--- src/rtl/alu_frame_tx_if.sv ---
// Byte-stream handshake between alu_frame_tx and its consumer.
// Master drives the byte and its framing marks; slave returns ready.
interface alu_frame_tx_if;
  logic       tx_valid;
  logic       tx_ready;
  logic [7:0] tx_data;
  logic       tx_sof;
  logic       tx_eof;

  modport master (
    output tx_valid,
    output tx_data,
    output tx_sof,
    output tx_eof,
    input  tx_ready
  );

  modport slave (
    input  tx_valid,
    input  tx_data,
    input  tx_sof,
    input  tx_eof,
    output tx_ready
  );
endinterface

--- src/rtl/alu_frame_tx.sv ---
// ALU framer output stage: word FIFO plus byte serializer that adds
// a header byte and an XOR checksum trailer to each frame.
module alu_frame_tx #(
  parameter int         FIFO_DEPTH = 8,
  parameter logic [7:0] HDR_BYTE   = 8'hA5
) (
  input  logic          clk,
  input  logic          rst,
  input  logic          frame,
  input  logic [31:0]   frame_data,
  alu_frame_tx_if.master tx,
  output logic          fifo_full,
  output logic          ovfl,
  output logic [15:0]   frame_cnt
);

  localparam int AW = $clog2(FIFO_DEPTH);
  localparam logic [AW:0] DEPTH_C = (AW+1)'(FIFO_DEPTH);

  localparam logic [1:0] T_DAT = 2'b00;
  localparam logic [1:0] T_SOF = 2'b01;
  localparam logic [1:0] T_EOF = 2'b10;

  typedef enum logic [1:0] {
    IDLE,
    HDR,
    DATA,
    CSUM
  } state_e;

  logic [33:0] mem_q [FIFO_DEPTH];
  logic [AW:0] wr_q;
  logic [AW:0] rd_q;
  logic [AW:0] count;
  logic        empty;
  logic        full;

  logic        frame_q;
  state_e      state_q;
  logic [1:0]  idx_q;
  logic [31:0] cur_q;
  logic [7:0]  csum_q;
  logic        vld_q;
  logic [7:0]  data_q;
  logic        sof_q;
  logic        eof_q;
  logic        ovfl_q;
  logic [15:0] cnt_q;

  logic        push_req;
  logic        push;
  logic        pop;
  logic        accept;
  logic [33:0] push_word;
  logic [33:0] head;
  logic [31:0] shifted;
  logic [7:0]  byte_d;

  assign count = wr_q - rd_q;
  assign empty = (wr_q == rd_q);
  assign full  = (count == DEPTH_C);
  assign head  = mem_q[rd_q[AW-1:0]];

  // A falling frame edge still writes, as a data-less EOF marker
  assign push_req  = frame | frame_q;
  assign push_word = frame ? {(frame_q ? T_DAT : T_SOF), frame_data}
                           : {T_EOF, 32'h0};

  assign pop    = (state_q == IDLE) && !empty;
  assign push   = push_req && (!full || pop);
  assign accept = vld_q && tx.tx_ready;

  assign shifted = cur_q << {idx_q + 2'd1, 3'b000};
  assign byte_d  = shifted[31:24];

  always_ff @(posedge clk) begin
    if (push) begin
      mem_q[wr_q[AW-1:0]] <= push_word;
    end
  end

  always_ff @(posedge clk) begin
    if (rst) begin
      frame_q <= 1'b0;
      wr_q    <= '0;
      rd_q    <= '0;
      state_q <= IDLE;
      idx_q   <= 2'd0;
      cur_q   <= 32'h0;
      csum_q  <= 8'h00;
      vld_q   <= 1'b0;
      data_q  <= 8'h00;
      sof_q   <= 1'b0;
      eof_q   <= 1'b0;
      ovfl_q  <= 1'b0;
      cnt_q   <= 16'h0;
    end else begin
      frame_q <= frame;
      if (push) wr_q <= wr_q + 1'b1;
      if (pop)  rd_q <= rd_q + 1'b1;
      if (push_req && full && !pop) ovfl_q <= 1'b1;

      unique case (state_q)
        IDLE: begin
          if (pop) begin
            cur_q <= head[31:0];
            case (head[33:32])
              T_SOF: begin
                state_q <= HDR;
                csum_q  <= 8'h00;
                vld_q   <= 1'b1;
                data_q  <= HDR_BYTE;
                sof_q   <= 1'b1;
              end
              T_DAT: begin
                state_q <= DATA;
                idx_q   <= 2'd0;
                vld_q   <= 1'b1;
                data_q  <= head[31:24];
              end
              T_EOF: begin
                state_q <= CSUM;
                vld_q   <= 1'b1;
                data_q  <= csum_q;
                eof_q   <= 1'b1;
              end
              default: ;
            endcase
          end
        end
        HDR: begin
          if (accept) begin
            state_q <= DATA;
            idx_q   <= 2'd0;
            data_q  <= cur_q[31:24];
            sof_q   <= 1'b0;
          end
        end
        DATA: begin
          if (accept) begin
            csum_q <= csum_q ^ data_q;
            if (idx_q == 2'd3) begin
              state_q <= IDLE;
              vld_q   <= 1'b0;
            end else begin
              idx_q  <= idx_q + 2'd1;
              data_q <= byte_d;
            end
          end
        end
        CSUM: begin
          if (accept) begin
            csum_q  <= 8'h00;
            cnt_q   <= cnt_q + 16'd1;
            state_q <= IDLE;
            vld_q   <= 1'b0;
            eof_q   <= 1'b0;
          end
        end
        default: state_q <= IDLE;
      endcase
    end
  end

  assign tx.tx_valid = vld_q;
  assign tx.tx_data  = data_q;
  assign tx.tx_sof   = sof_q;
  assign tx.tx_eof   = eof_q;
  assign fifo_full   = full;
  assign ovfl        = ovfl_q;
  assign frame_cnt   = cnt_q;

endmodule

--- src/flat_wrapper.sv ---
// flat-port wrapper written by rule: the top's interface ports become plain ports
module alu_frame_tx_flat 
#(
  parameter int         FIFO_DEPTH = 8,
  parameter logic [7:0] HDR_BYTE   = 8'hA5
)
  (clk, rst, frame, frame_data, fifo_full, ovfl, frame_cnt, tx_tx_valid, tx_tx_data, tx_tx_sof, tx_tx_eof, tx_tx_ready);
  alu_frame_tx_if tx_i ();
  input  logic clk;
  input  logic rst;
  input  logic frame;
  input  logic [31:0] frame_data;
  output logic fifo_full;
  output logic ovfl;
  output logic [15:0] frame_cnt;
  output wire logic [$bits(tx_i.tx_valid)-1:0] tx_tx_valid;
  output wire logic [$bits(tx_i.tx_data)-1:0] tx_tx_data;
  output wire logic [$bits(tx_i.tx_sof)-1:0] tx_tx_sof;
  output wire logic [$bits(tx_i.tx_eof)-1:0] tx_tx_eof;
  input wire logic [$bits(tx_i.tx_ready)-1:0] tx_tx_ready;
  assign tx_tx_valid = tx_i.tx_valid;
  assign tx_tx_data = tx_i.tx_data;
  assign tx_tx_sof = tx_i.tx_sof;
  assign tx_tx_eof = tx_i.tx_eof;
  assign tx_i.tx_ready = tx_tx_ready;
  alu_frame_tx #(.FIFO_DEPTH(FIFO_DEPTH), .HDR_BYTE(HDR_BYTE)) u_core (.clk(clk), .rst(rst), .frame(frame), .frame_data(frame_data), .tx(tx_i), .fifo_full(fifo_full), .ovfl(ovfl), .frame_cnt(frame_cnt));
endmodule
--- config.mk ---
export PLATFORM = sky130hd
export DESIGN_NAME = alu_frame_tx_flat
export DESIGN_NICKNAME = d
export VERILOG_FILES = /design/src/rtl/alu_frame_tx_if.sv /design/src/rtl/alu_frame_tx.sv /design/src/flat_wrapper.sv
export SDC_FILE = /design/constraint.sdc
export NUM_CORES = 1
export LEC_CHECK = 0
export CELL_PAD_IN_SITES_DETAIL_PLACEMENT = 2
export CELL_PAD_IN_SITES_GLOBAL_PLACEMENT = 2
export CORE_ASPECT_RATIO = 1.5
export CORE_MARGIN = 2
export CORE_UTILIZATION = 45
export CTS_CLUSTER_SIZE = 16
export DETAILED_ROUTE_END_ITERATION = 12
export GPL_TIMING_DRIVEN = 0
export PLACE_DENSITY_LB_ADDON = 0.1
export SYNTH_ARGS = -nofsm -noshare
export SYNTH_HDL_FRONTEND = slang
export SYNTH_SLANG_ARGS = --single-unit
--- constraint.sdc ---
create_clock -name clk -period 17.4 [get_ports clk]
set_input_delay 5.22 -clock clk [delete_from_list [all_inputs] [get_ports clk]]
set_output_delay 5.22 -clock clk [all_outputs]
set_load 0.01 [all_outputs]
# ---- Word level (Yosys, flattened, before mapping)
# Memory sizes are Yosys's and may differ from the RTL's. A register that Yosys moved wholly into a read port is not among the register bits.
# Cells that the tools add are included.
dict set report classes {
  n_shift 1
  n_addsub 5
  bitwise 2
  n_reduce_logical 25
  muxes 41
  eq_ne 19
}
# cell n
set op_table {}
lappend op_table {{$pmux W8 S3} 3}
lappend op_table {{$mux W8} 8}
lappend op_table {{$mux W34} 1}
lappend op_table {{$shl A32 B5 Y32} 1}
lappend op_table {{$reduce_and A6 Y1} 4}
lappend op_table {{$mux W2} 9}
lappend op_table {{$add A16 B1 Y16 const B} 1}
lappend op_table {{$mux W1} 12}
lappend op_table {{$pmux W2 S3} 2}
lappend op_table {{$ne A2 B1 Y1 const B} 5}
lappend op_table {{$ne A2 B2 Y1 const B} 5}
lappend op_table {{$add A4 B1 Y4 const B} 2}
lappend op_table {{$eq A2 B2 Y1 const B} 4}
lappend op_table {{$pmux W2 S4} 1}
lappend op_table {{$reduce_and A4 Y1} 2}
lappend op_table {{$xor A8 B8 Y8} 1}
lappend op_table {{$mux W3} 2}
lappend op_table {{$reduce_bool A3 Y1} 2}
lappend op_table {{$logic_and A1 B1 Y1} 5}
lappend op_table {{$reduce_and A5 Y1} 1}
lappend op_table {{$eq A2 B1 Y1 const B} 2}
lappend op_table {{$eq A4 B4 Y1} 1}
lappend op_table {{$eq A4 B4 Y1 const B} 1}
lappend op_table {{$logic_not A2 Y1} 2}
lappend op_table {{11 further kinds} 16}
dict set report word_totals {
  regBits 81
  elab_cells 107
  inputBits 36
  ram_bits 272
  output_inout_bits 29
  memories 1
}
# name words word_bits rd rd_ports_with_merged_regs write_ports line_no
set mem_list {}
lappend mem_list {u_core.mem_q 8 34 1 1 1 alu_frame_tx.sv:31} ;# logic [33:0] mem_q [FIFO_DEPTH];

# ---- Depth between registers and ports, before layout
# Gate-level depths: netlist (run 1).
dict set report depth {
  word_depth 7
  ltp_mapped 13
}

# ---- Worst setup path before layout (run 1)
# OpenSTA, ideal clock, no wires.
dict set report synth_path {
  path_type {input to register}
  startpoint {in frame}
  endpoint {mem u_core.mem_q[2][0], enable pin}
  setup_time_ps 511
  path_stages 3
  setup_slack_ps 8000
  arrival_time_ps 8890
  path_cell_list {nor2_1 > a21oi_2 > nor4bb_1}
}
dict set report synth_via {
  elab_chain_len 4
}
# element line_no
set synth_rtl {}
lappend synth_rtl {{from (decl)} flat_wrapper.sv:11} ;# input logic frame;
lappend synth_rtl {{$or A1 B1 Y1} alu_frame_tx.sv:65} ;# assign push_req = frame | frame_q;
lappend synth_rtl {{$logic_and A1 B1 Y1} alu_frame_tx.sv:70} ;# assign push = push_req && (!full || pop);
lappend synth_rtl {{$mux W1} alu_frame_tx.sv:77} ;# if (push) begin
lappend synth_rtl {{$mux W1 (not written as such)} alu_frame_tx.sv:78} ;# mem_q[wr_q[AW-1:0]] <= push_word;
lappend synth_rtl {{to (decl)} alu_frame_tx.sv:31}
# No other way between the ends.

# ---- Final worst setup path (run 1)
dict set report layout_path {
  startpoint {reg u_core.wr_q[2]}
  endpoint {out fifo_full}
}
dict set report layout_via {
  elab_chain_len 2
}
# element line_no
set layout_rtl {}
lappend layout_rtl {{from (decl)} alu_frame_tx.sv:32} ;# logic [AW:0] wr_q;
lappend layout_rtl {{from (signal assigned)} alu_frame_tx.sv:99} ;# if (push) wr_q <= wr_q + 1'b1;
lappend layout_rtl {{$sub A4 B4 Y4} alu_frame_tx.sv:59} ;# assign count = wr_q - rd_q;
lappend layout_rtl {{$eq A4 B4 Y1} alu_frame_tx.sv:61} ;# assign full = (count == DEPTH_C);
lappend layout_rtl {{to (decl)} flat_wrapper.sv:13} ;# output logic fifo_full;
# No other way between the ends.

==> flow_metrics.py, run 1 <==
metrics = {
    "place": {
        "gp_congestion": 0.757,
        "dp_worst_setup_slack_ns": 9.06,
        "port_buffers": 63,
        "post-dp-hpwl_um": 26900,
        "dpl.cell_count": 1370,
    },
    "setup_path": {
        "crit_buf_inv": 1,
        "cp-endpoint": "fifo_full",
        "worstSetupPathType": "flip-flop to output pin",
        "required_ns": 12.18,
        "slowest_stage": "clkdlybuf4s50_1",
        "r2r-end": "u_core.tx.tx_data[6]",
        "cp_num_cells": 5,
        "cp_max_fo": 10,
        "startpoint_type": "flip-flop",
        "path_delay_family": "buffers and inverters",
        "path_cells": "ha_1, a21oi_1, a21boi_1, nor4b_4, clkdlybuf4s50_1",
        "reg2reg_depth": 10,
        "r2r_slack_ns": 13.18,
        "critical_path_arrival_ns": 2.96,
        "crit_path_end_kind": "output pin",
        "startpoint": "u_core.wr_q[2]",
        "worst_path_largest_cell_delay_ns": 0.64,
    },
    "global_route": {
        "gr-usage-all-layers_pct": 24.7,
        "grt_pass1_vias": 9415,
        "overflow": 0,
        "grt_pass1_wl_um": 60200,
        "antenna_found_initial": 0,
        "grt_max_degree": 27,
    },
    "die": {
        "die_area_mm2": 0.0335,
        "io_pins": 65,
        "rows": 80,
        "fp.dieH_um": 223,
        "coreArea_mm2": 0.0316,
        "dieWidth_um": 150,
        "start_util_pct": 45.5,
    },
    "route": {
        "wl_per_cell_um": 27.8,
        "top_layer": "met4",
        "via_per_inst": 5.78,
        "via_count": 8298,
        "drt_iter0_markers": 372,
        "wl_met1_um": 15500,
        "drc": 0,
        "routed-wl-met3_um": 1260,
        "wl_um": 39900,
        "postRouteAntennaNets": 0,
        "firstDrtPassIters": 5,
        "met2_length_um": 21400,
    },
    "hold_path": {
        "holdCritPathClass": "flip-flop to flip-flop",
        "worstHoldStart": "u_core.ovfl",
    },
    "clock_network": {
        "holdBufCountCts": 0,
        "clock_path_buffers": 3,
        "tritoncts": "built",
        "clk_latency_ns": 0.55,
        "cts_resized": 0,
        "numCtsBuffers": 36,
        "cts-htree-levels": 2,
        "cts.sinks": 356,
        "root_buffer": "clkbuf_16",
        "cts.clk_slew.worst_paths_ns": 0.07,
        "post-cts-setup-buffer-count": 0,
    },
    "final_layout": {
        "final_cells": 1436,
        "layout_commonest_cell": "edfxtp_1",
        "final_layout_size_suffix_gt1_share_pct": 16.5,
        "area_growth_pct": 17.9,
        "num_antenna_cells": 0,
        "final_cell_mix": "edfxtp_1, dfxtp_1, nor2_1, mux4_2, clkdlybuf4s50_1",
        "nNetsFinal": 1049,
    },
    "pwr": {
        "ir_worst_vdd_uv": 99.8,
        "p_per_area_mw_per_mm2": 168,
        "leakage_nw": 5.47,
    },
    "logic_synthesis": {
        "synth_fp_nets": 933,
        "synth_edf_count": 272,
        "yosys_warnings": 0,
        "synth_top_area_share_pct": 56.7,
        "async_flop_share_pct": 0,
        "syn_area_mm2": 0.0144,
        "syn_avg_cell_area_um2": 16.3,
        "synth_ff_type": "edfxtp_1",
        "ys_seq_area_share_pct": 68.4,
        "synthDistinctLibCells": 48,
        "ys_ff_latch": 356,
        "syn_inst": 882,
        "synth_top_cell_by_area": "edfxtp_1",
        "synthTopCellsByArea": "edfxtp_1, dfxtp_1, mux4_2, mux2i_1, nor2_1",
    },
    "timing": {
        "fin_crit_sh_pct": 47.0,
        "hold_viol": 0,
        "worstMarginPinSlew_ns": 1.17,
        "drv_slew": 0,
        "rsz0062_at_grt": "false",
        "fin_skew_ns": 0.0203,
        "period_needed_ns": 8.18,
        "fin_tns_setup_ns": 0,
        "setup_violations": 0,
        "setup_ws_ns": 9.22,
        "max_freq_mhz": 122,
        "relSlewSlack_pct": 21.5,
    },
    "outcome": {
        "status": "finished, final reports clean",
    },
    "job": {
        "max_cap_violations": 0,
    },
}
power breakdown:
| group | switching [W] | internal, W | total [W] |
|---|---|---|---|
| sequential | 0.0000667 | 0.00107 | 0.00114 |
| clock | 0.000330 | 0.000442 | 0.000772 |
| combinational | 0.000580 | 0.000369 | 0.000949 |
| total | 0.000977 | 0.00188 | 0.00286 |
per-layer routing:
layer  global-route usage [%]  vias up
li1                         -     3685
met1                     29.3     4341
met2                     44.2      193
met3                     3.39       79
met4                     10.8        0
met5                        0        -
cell type report:
class | count | area (µm²)
Clock buffer | 53 | 1030
Timing Repair Buffer | 78 | 870
Buffer | 52 | 224
Multi-Input combinational cell | 462 | 4330
Clock inverter | 13 | 125
Tap cell | 410 | 513
Fill cell | 2806 | 14700
Inverter | 12 | 45.0
Sequential cell | 356 | 9850
cell usage after synthesis, drive strengths merged, types with 2 or more instances:
master and instances:
dfxtp 84, a21boi 7, nand2 22, o21ai 8, or3 5, ha 15, mux4 72, and4 3
a221o 4, a211oi 26, a22o 4, nor2b 5, nor2 73, nand4 3, and3 6, mux2i 38
a221oi 4, nand3 12, nand3b 3, and2 36, nand2b 18, buf 16, xnor2 9, clkbuf 36
o2bb2ai 3, nor4bb 2, mux2 11, a2bb2oi 2, and4b 2, edfxtp 272, a31oi 11, a21oi 20
xor2 6, a32o 4, inv 12, o221ai 4, a311oi 8, nor3 12
registers in the layout (all words and copies together), names as in the netlist, 2 cells and up, named ones only:
signal and cells:
u_core.rd_q 4, u_core.frame_cnt 16, u_core.mem_q 272, u_core.wr_q 4
u_core.tx.tx_data 8, u_core.cur_q 32, u_core.state_q 2, u_core.idx_q 2
u_core.csum_q 8
metrics by stage:
stage	utilization (%)	total power, W	hold slack (ns)	cell area, µm²
3_5_place_dp	50.0	0.00210	0.474	15800
5_1_grt	53.7	0.00299	0.503	17000
3_3_place_gp	49.1	0.00203	0.460	15500
6_report	53.7	0.00286	0.481	17000
4_1_cts	53.7	0.00289	0.485	17000
2_1_floorplan	-	0.00173	0.440	14400
logic make-up after synthesis:
| group | Yosys count | synth area share, % |
|---|---|---|
| DFF | 356 | 68.4 |
| and+or+nand+nor | 205 | 7.35 |
| muxes | 121 | 14.8 |
| AOI/OAI and AO/OA | 106 | 5.38 |
| buffers and inverters | 64 | 1.87 |
| xor gates and xnor gates | 15 | 0.913 |
| adders and majority gates | 15 | 1.30 |
worst min-delay path, cell delays in order, from the launching register on:
cell	delay [ns]
dfxtp_1	0.33
a21oi_1	0.05
nor2_1	0.07
worst min-delay path by stage:
stage,to,slack (ns),cells after the start
2_1_floorplan,u_core.csum_q[0],0.44,1
5_1_grt,u_core.csum_q[7],0.50,1
6_report,u_core.ovfl,0.48,2
4_1_cts,u_core.csum_q[2],0.48,1
3_5_place_dp,u_core.csum_q[7],0.47,1
3_3_place_gp,u_core.ovfl,0.46,2
Note: power is estimated with default switching activity, not from simulation.
==> run 2, diff against run 1 <==
- CORE_UTILIZATION: 45 -> 41
- clock period: 17.4 -> 7.4 ns (I/O delays scaled with it)
==> run 2 against run 1 <==
Sequential cell count is the same. Worst setup slack lost 7.0 ns. Wire length shrank 1.1%. Global-route usage shrank 2.5 points. Cell area grew 0.72%. Worst hold slack is essentially flat. Critical path type unchanged. Highest routed layer unchanged.
==> flow_metrics.py, run 2 (synthesis gave the netlist of run 1 again) <==
metrics = {
    "outcome": {
        "status": "finished, final reports clean",
    },
    "die": {
        "io_pins": 65,
        "start_util_pct": 41.4,
        "dieWidth_um": 157,
        "die_area_mm2": 0.0367,
        "fp.dieH_um": 233,
        "rows": 84,
        "coreArea_mm2": 0.0348,
    },
    "final_layout": {
        "num_antenna_cells": 0,
        "nNetsFinal": 1049,
        "area_growth_pct": 18.8,
        "regArea_mm2": 0.00985,
        "layout_commonest_cell": "edfxtp_1",
        "fillerInstances": 3225,
        "final_util_pct": 49.2,
        "largest_register_ffs": 272,
        "final_cell_mix": "edfxtp_1, dfxtp_1, nor2_1, mux4_2, clkdlybuf4s50_1",
        "multi_input_area_mm2": 0.00433,
        "final_layout_size_suffix_gt1_share_pct": 17.0,
    },
    "job": {
        "max_cap_violations": 0,
    },
    "setup_path": {
        "path_cells": "inv_1, ha_1, nor2b_1, xnor2_1, nor4b_4, clkdlybuf4s50_1",
        "worst_path_largest_cell_delay_ns": 0.64,
        "crit_buf_inv": 2,
        "cp_max_fo": 9,
        "crit_path_end_kind": "output pin",
        "worstSetupPathType": "flip-flop to output pin",
        "path_delay_family": "buffers and inverters",
        "startpoint_type": "flip-flop",
        "slowest_stage": "clkdlybuf4s50_1",
        "critical_path_arrival_ns": 2.96,
        "required_ns": 5.18,
    },
    "clock_network": {
        "numCtsBuffers": 36,
        "cts_resized": 0,
        "root_buffer": "clkbuf_16",
        "clock_path_buffers": 3,
        "cts-htree-levels": 2,
        "cts.sinks": 356,
        "cts.clk_slew.worst_paths_ns": 0.06,
        "tritoncts": "built",
        "clk_latency_ns": 0.53,
        "holdBufCountCts": 0,
        "post-cts-setup-buffer-count": 0,
    },
    "route": {
        "wl_um": 39500,
        "drc": 0,
        "firstDrtPassIters": 5,
        "drt_iter0_markers": 474,
        "postRouteAntennaNets": 0,
        "wl_per_cell_um": 26.3,
        "via_count": 8189,
        "via_per_inst": 5.47,
    },
    "global_route": {
        "antenna_found_initial": 0,
        "met1_usage_pct": 26.8,
        "grt_use_met2_pct": 41.4,
        "gr-usage-all-layers_pct": 22.2,
        "grt_pass1_vias": 9056,
        "grt_pass1_wl_um": 58900,
        "overflow": 0,
        "use_met3_pct": 2.45,
        "busiest_layer": "met2",
        "grt_max_degree": 28,
    },
    "timing": {
        "setup_violations": 0,
        "rsz0062_at_grt": "false",
        "drv_slew": 0,
        "relSlewSlack_pct": 17.9,
        "worstMarginPinSlew_ns": 1.22,
        "period_needed_ns": 5.18,
        "hold_viol": 0,
        "hold_slack_ns": 0.482,
        "fin_crit_sh_pct": 70.0,
        "fin_skew_ns": 0.0183,
        "max_freq_mhz": 193,
    },
    "hold_path": {
        "holdCritPathClass": "flip-flop to flip-flop",
    },
    "pwr": {
        "leakage_nw": 5.51,
        "ir_worst_vdd_uv": 221,
        "p_per_area_mw_per_mm2": 394,
    },
    "place": {
        "gp_congestion": 0.757,
        "post-dp-hpwl_um": 27000,
        "port_buffers": 63,
    },
}
[run 2: changes by cell type in the layout (fill, tap and decap cells not counted), sizes merged]
cell,change
bufinv,+2
clkbuf,-7
clkinv,+6
clkinvlp,-2
[run 2: metrics by stage]
stage                     instance area, µm²  std cells  TNS (ns)  total power (W)  setup slack (ns)
final                                  17100       1498         0          0.00673              2.22
after CTS                              17100       1498         0          0.00683              2.18
after floorplan                        14400        882         0          0.00406              1.00
after global placement                 15600       1418   -402.75          0.00480             -4.75
after detailed placement               15900       1433         0          0.00494              1.70
after global routing                   17100       1498         0          0.00706              2.05
[run 2: report_power, final]
group	internal [W]	leakage, nW	switching (W)
clock network	0.00109	0.590	0.000776
logic	0.000864	1.71	0.00133
registers	0.00252	3.21	0.000152
total	0.00447	5.51	0.00226
[run 2: routing by layer]
layer	part of all wire (%)	vias up
met5	0	-
met4	2.4	0
met3	2.9	45
met2	55	167
met1	40	4302
li1	-	3675
[run 2: worst paths after layout]
check,from,to,slack (ns),cells past startpoint
worst max register to register,flip-flop,u_core.tx.tx_data[5],3.20,9
worst min-delay path,u_core.csum_q[5],u_core.csum_q[5],0.48,1
worst max-delay path,u_core.wr_q[0],fifo_full,2.22,6
worst min register to register,u_core.csum_q[5],u_core.csum_q[5],0.48,1
[run 2: cell type report]
type | instances | area share, %
tap | 473 | 3.46
timing repair buffer | 78 | 5.09
sequential | 356 | 57.6
multi-input combinational | 462 | 25.3
clock inverter | 19 | 1.19
buffer | 52 | 1.31
clock buffer | 46 | 5.79
inverter | 12 | 0.263
